[config.mk]
export PLATFORM = sky130hd
export DESIGN_NAME = scnn_wt_streamer
export DESIGN_NICKNAME = d
export VERILOG_FILES = /design/src/rtl/scnn_wt_streamer.sv
export SDC_FILE = /design/constraint.sdc
export NUM_CORES = 2
export LEC_CHECK = 0
export BUFFER_PORTS_ARGS = -buffer_cell sky130_fd_sc_hd__buf_4
export CORE_AREA = 10 10 266 268
export DETAILED_ROUTE_END_ITERATION = 7
export DIE_AREA = 0 0 276 278
export GPL_ROUTABILITY_DRIVEN = 0
export PLACE_DENSITY = 0.78
export SETUP_SLACK_MARGIN = 0.05
export SLEW_MARGIN = 20
export SYNTH_ARGS = -nofsm -noshare
export SYNTH_HDL_FRONTEND = slang
export SYNTH_SLANG_ARGS = --single-unit
export TNS_END_PERCENT = 30
[constraint.sdc]
create_clock -name clk -period 46.5 [get_ports clk]
set_input_delay 0 -clock clk [delete_from_list [all_inputs] [get_ports clk]]
set_output_delay 0 -clock clk [all_outputs]
set_load 0.05 [all_outputs]
[src/rtl/scnn_wt_streamer.sv]
// Weight streamer: captures one compressed weight vector and replays it
// as PARAM_F-lane beats tagged with absolute filter positions.
module scnn_wt_streamer #(
  parameter int PARAM_WSIZE = 25,
  parameter int PARAM_F     = 4
) (
  input  logic                          clk,
  input  logic                          reset,
  input  logic                          load_valid,
  output logic                          load_ready,
  input  logic [7:0]                    non_zero,
  input  logic [PARAM_WSIZE-1:0][15:0]  comp_arr,
  input  logic [PARAM_WSIZE-1:0][7:0]   comp_ind,
  output logic                          out_valid,
  input  logic                          out_ready,
  output logic [PARAM_F-1:0][15:0]      out_wt,
  output logic [PARAM_F-1:0][7:0]       out_pos,
  output logic [PARAM_F-1:0]            out_lane_en,
  output logic                          out_last
);

  localparam int IW = (PARAM_WSIZE > 1) ? $clog2(PARAM_WSIZE) : 1;

  localparam logic [1:0] S_IDLE   = 2'd0;
  localparam logic [1:0] S_STREAM = 2'd1;
  localparam logic [1:0] S_EMPTY  = 2'd2;

  logic [1:0]                   r_state;
  logic [PARAM_WSIZE-1:0][15:0] r_wt;
  logic [PARAM_WSIZE-1:0][7:0]  r_ind;
  logic [7:0]                   r_cnt;
  logic [7:0]                   r_ptr;
  logic [7:0]                   r_base;

  logic [7:0]                   w_cnt_clamp;
  logic [8:0]                   w_sum;
  logic [IW-1:0]                w_ix;
  logic [7:0]                   w_acc;
  logic [7:0]                   w_lastp;
  logic [PARAM_F-1:0][15:0]     w_wt;
  logic [PARAM_F-1:0][7:0]      w_pos;
  logic [PARAM_F-1:0]           w_en;
  logic                         w_last;

  assign w_cnt_clamp = (non_zero > 8'(PARAM_WSIZE)) ?
                       8'(PARAM_WSIZE) : non_zero;

  // Positions accumulate lane by lane: each lane adds its zero run
  // plus one slot for the previous lane's own weight.
  always_comb begin
    w_wt    = '0;
    w_pos   = '0;
    w_en    = '0;
    w_acc   = r_base;
    w_lastp = r_base;
    w_sum   = '0;
    w_ix    = '0;
    if (r_state == S_STREAM) begin
      for (int l = 0; l < PARAM_F; l++) begin
        w_sum = {1'b0, r_ptr} + 9'(l);
        if (w_sum < {1'b0, r_cnt}) begin
          w_ix     = w_sum[IW-1:0];
          w_en[l]  = 1'b1;
          w_acc    = w_acc + r_ind[w_ix] + ((l == 0) ? 8'd0 : 8'd1);
          w_wt[l]  = r_wt[w_ix];
          w_pos[l] = w_acc;
          w_lastp  = w_acc;
        end
      end
    end
  end

  assign w_last = ({1'b0, r_ptr} + 9'(PARAM_F)) >= {1'b0, r_cnt};

  assign load_ready  = (r_state == S_IDLE);
  assign out_valid   = (r_state == S_STREAM) || (r_state == S_EMPTY);
  assign out_wt      = w_wt;
  assign out_pos     = w_pos;
  assign out_lane_en = w_en;
  assign out_last    = (r_state == S_EMPTY) ||
                       ((r_state == S_STREAM) && w_last);

  always_ff @(posedge clk or posedge reset) begin
    if (reset) begin
      r_state <= S_IDLE;
      r_wt    <= '0;
      r_ind   <= '0;
      r_cnt   <= '0;
      r_ptr   <= '0;
      r_base  <= '0;
    end else begin
      unique case (r_state)
        S_IDLE: begin
          if (load_valid) begin
            r_wt    <= comp_arr;
            r_ind   <= comp_ind;
            r_cnt   <= w_cnt_clamp;
            r_ptr   <= '0;
            r_base  <= '0;
            r_state <= (w_cnt_clamp == 8'd0) ? S_EMPTY : S_STREAM;
          end
        end
        S_STREAM: begin
          if (out_ready) begin
            r_ptr  <= r_ptr + 8'(PARAM_F);
            r_base <= w_lastp + 8'd1;
            if (w_last) r_state <= S_IDLE;
          end
        end
        S_EMPTY: begin
          if (out_ready) r_state <= S_IDLE;
        end
        default: r_state <= S_IDLE;
      endcase
    end
  end

endmodule

==> results.yml <==
global_routing:
  track_usage_pct: 35.2
  grt_pass1_wl_um: 208000
  grt_pass1_vias: 34500
  grt.overflow.total: 0
  grt_max_degree: 243
  antenna_found_initial: 61
drt:
  finalWirelength_um: 141000
  initialDrtViolationCount: 4667
  drc: 0
  avgViaCountPerCell: 5.81
  drtPass1Iterations: 8
  wl_per_cell_um: 24.6
  ant_nets: 0
  num_vias: 33300
finish:
  nNetsFinal: 5423
  drive_gt1_share_pct: 21.2
  final_cells: 5725
  final_area_um2: 45300
  area_growth_pct: 47.8
synthesis:
  ys.flop_type: "dfrtp_1"
  seq_area_frac_synth_pct: 51.0
  ys_seq_elements: 624
  async_reset_ff_share_pct: 100
  synthDistinctLibCells: 69
  synth_area_um2: 30600
  syn-instance-count: 3537
  yosysWarnings: 0
  yosysTopAreaCell: "dfrtp_1"
  syn_avg_cell_area_um2: 8.65
  synthTopCellsByCount: "1864 x nand2_1, 624 x dfrtp_1, 191 x clkbuf_1"
  synth_edf_count: 0
  syn_nets: 4209
  ys_top_cells_by_area: "dfrtp_1 51%, nand2_1 23%, mux4_2 7.0%, clkbuf_1 2.3%, ha_1 2.3%"
  synth.top_cell.area_share_pct: 51.0
  synth.most_common_cell: "nand2_1"
placement:
  placed_cells: 4930
  pre_cts_slack_ns: 38.94
  post-dp-hpwl_um: 79200
  numPortBuffers: 714
  placed_cell_area_um2: 36500
sta:
  skew_ns: 0.0297
  final.setup.tns_ns: 0
  fin_crit_sh_pct: 17.3
  slew_viol_final: 0
  max_freq_ghz: 0.124
  max_slew.worst_pin.slew_ns: 1.22
  rsz0062_at_grt: "no"
  min_period_ns: 8.05
  hold_ws_ns: 0.0623
  setup_viol: 0
  fin_ws_ns: 38.45
  hold_viol_final: 0
  max_slew_margin_pct: 18.7
clock_network:
  cts_tree: "yes"
  htree_levels: 3
  path_clk_slew_ns: 0.07
  clock-root-buffer: "clkbuf_16"
  cts_resized: 0
  clkLatencyLatePin_ns: 0.62
  clockBufferDepth: 3
  cts_buffers: 69
  cts.sinks: 624
floorplanning:
  start_util_pct: 46.8
  num_rows: 94
  pin_count: 715
  fp.dieH_um: 278
  coreArea_um2: 65400
  die_w_um: 276
  dieArea_um2: 76700
critical_path:
  reg2regPathDepth: 28
  cp.required_ns: 46.50
  cp-start-kind: "register"
  ff2ff_setup_slack_ns: 38.84
  critPathMaxFanout: 46
  reg2reg_to: "r_base[6]"
  crit_type: "reg2out"
  cp.arrival_ns: 8.05
  end_kind: "primary output"
  r2r_start: "r_ptr[2]"
outcome:
  status: "complete, no violations"
power:
  leakagePower_nw: 23.1
  p_per_area_nw_per_um2: 94.0
  power_frac_seq_pct: 23.3
  ir_drop_mv: 0.197
  combPwrFrac_pct: 62.6
  internal_power_mw: 2.13
  swShare_pct: 50.0
  p_switching_mw: 2.13
  p_clk_share_pct: 14.1
worst_hold_path:
  hp-class: "in2async"
run:
  cap_violations: 0
## layout by cell type (no fill, tap or decap), types with 7 or more instances in the layout
cell,netlist,routed
a211oi_1,7,7
xor2_1,9,9
a22o_1,8,8
mux2i_1,68,68
mux2_2,34,34
clkbuf_16,0,70
nor2_1,182,181
bufinv_16,0,8
xnor2_1,24,24
buf_4,1,741
clkinv_2,0,11
ha_1,56,56
mux4_2,95,95
nor3_1,10,10
inv_1,29,27
dlygate4sd3_1,0,614
nand3_1,11,11
clkbuf_8,0,17
and3_1,8,8
dfrtp_1,624,621
nand2_1,1864,1863
diode_2,0,58
a21oi_1,90,90
o21ai_0,60,60
a22oi_1,33,33
a21o_1,13,13
nand2b_1,11,10
## state kept, by name, summed over array words and instances (netlist names)
signal	count
r_base	8
r_cnt	8
r_ind	200
r_ptr	6
r_state	2
r_wt	400
## power by group through the flow
stage | registers (mW) | logic, mW | clock network, mW
5_1_grt | 1.00 | 2.84 | 0.618
2_1_floorplan | 0.888 | 1.89 | 0
4_1_cts | 0.950 | 2.56 | 0.588
3_5_place_dp | 0.955 | 2.50 | 0
3_3_place_gp | 0.943 | 2.44 | 0
6_report | 0.992 | 2.66 | 0.598
## critical path, cell delays in order (launching register included)
cell and delay (ns):
dfrtp_4 0.98, buf_4 0.65, mux4_2 0.60, nand2_1 0.08, o21ai_0 0.18, fa_1 0.47
and3_1 0.19, o21ai_0 0.28, nor4bb_1 0.50, a21o_1 0.14, ha_1 0.24, inv_1 0.11
a21o_1 0.11, nand2_1 0.10, a21oi_1 0.23, ha_1 0.30, a21o_1 0.19, nor2_1 0.11
xor2_1 0.20, o2bb2ai_1 0.13, ha_1 0.37, or2_2 0.28, a21oi_1 0.14, a21oi_1 0.06
xnor2_1 0.23, xnor2_1 0.12, nor2_1 0.13, buf_4 0.22
## cell families (layout without fill, tap and decap cells)
family          count (synthesis)  count (layout)  synth area share [%]
flops                         624             624                  51.0
buf+inv                       245            1511                  3.07
mux                           199             199                  10.6
fa+ha+maj                      60              60                  2.55
xor+xnor                       34              34                 0.997
simple gates                 2115            2115                  26.5
other cells                     0              58                     0
compound gates                260             260                  5.32
## cell type report
| class | count | area, µm² |
|---|---|---|
| diodes | 58 | 145 |
| clock buffers | 92 | 2000 |
| clock inverters | 31 | 413 |
| fillers | 4202 | 20100 |
| inverters | 29 | 119 |
| multi-input cells | 2668 | 14100 |
| flip-flops and latches | 624 | 15600 |
| well taps | 864 | 1080 |
| repair buffers | 1359 | 11800 |
## worst max-delay path by stage
stage                     startpoint          end  slack [ns]  cells after the start
after floorplan                reset    r_base[0]       29.02                      1
after global placement      r_ptr[2]    r_base[6]       39.06                     27
after detailed placement    r_ptr[2]    r_base[6]       38.94                     27
after CTS                   r_ptr[2]  out_pos[31]       38.59                     27
after global routing        r_ptr[2]  out_pos[31]       37.87                     27
final                       r_ptr[2]  out_pos[31]       38.45                     27
## routing by layer
metal  vias up  wire length, µm  track usage (%)  share of wire, %
met3       884            16400             11.6                12
met5         -              107                0             0.076
li1      13800                -                -                 -
met4        16            12400             27.0               8.8
met1     15700            47200             39.7                34
met2      2810            64700             55.2                46
## through the flow
step	util [%]	power (mW)
after global placement	55.9	3.38
final	69.2	4.26
after floorplan	-	2.78
after global routing	69.2	4.47
after CTS	69.0	4.09
after detailed placement	55.9	3.45
## timing repair
action,CTS,global route
setup endpoints to repair,0,0
buffers inserted,0,0
endpoints found under the hold margin,720,0
hold buffers,614,0
Note: power is estimated with default switching activity, not from simulation.
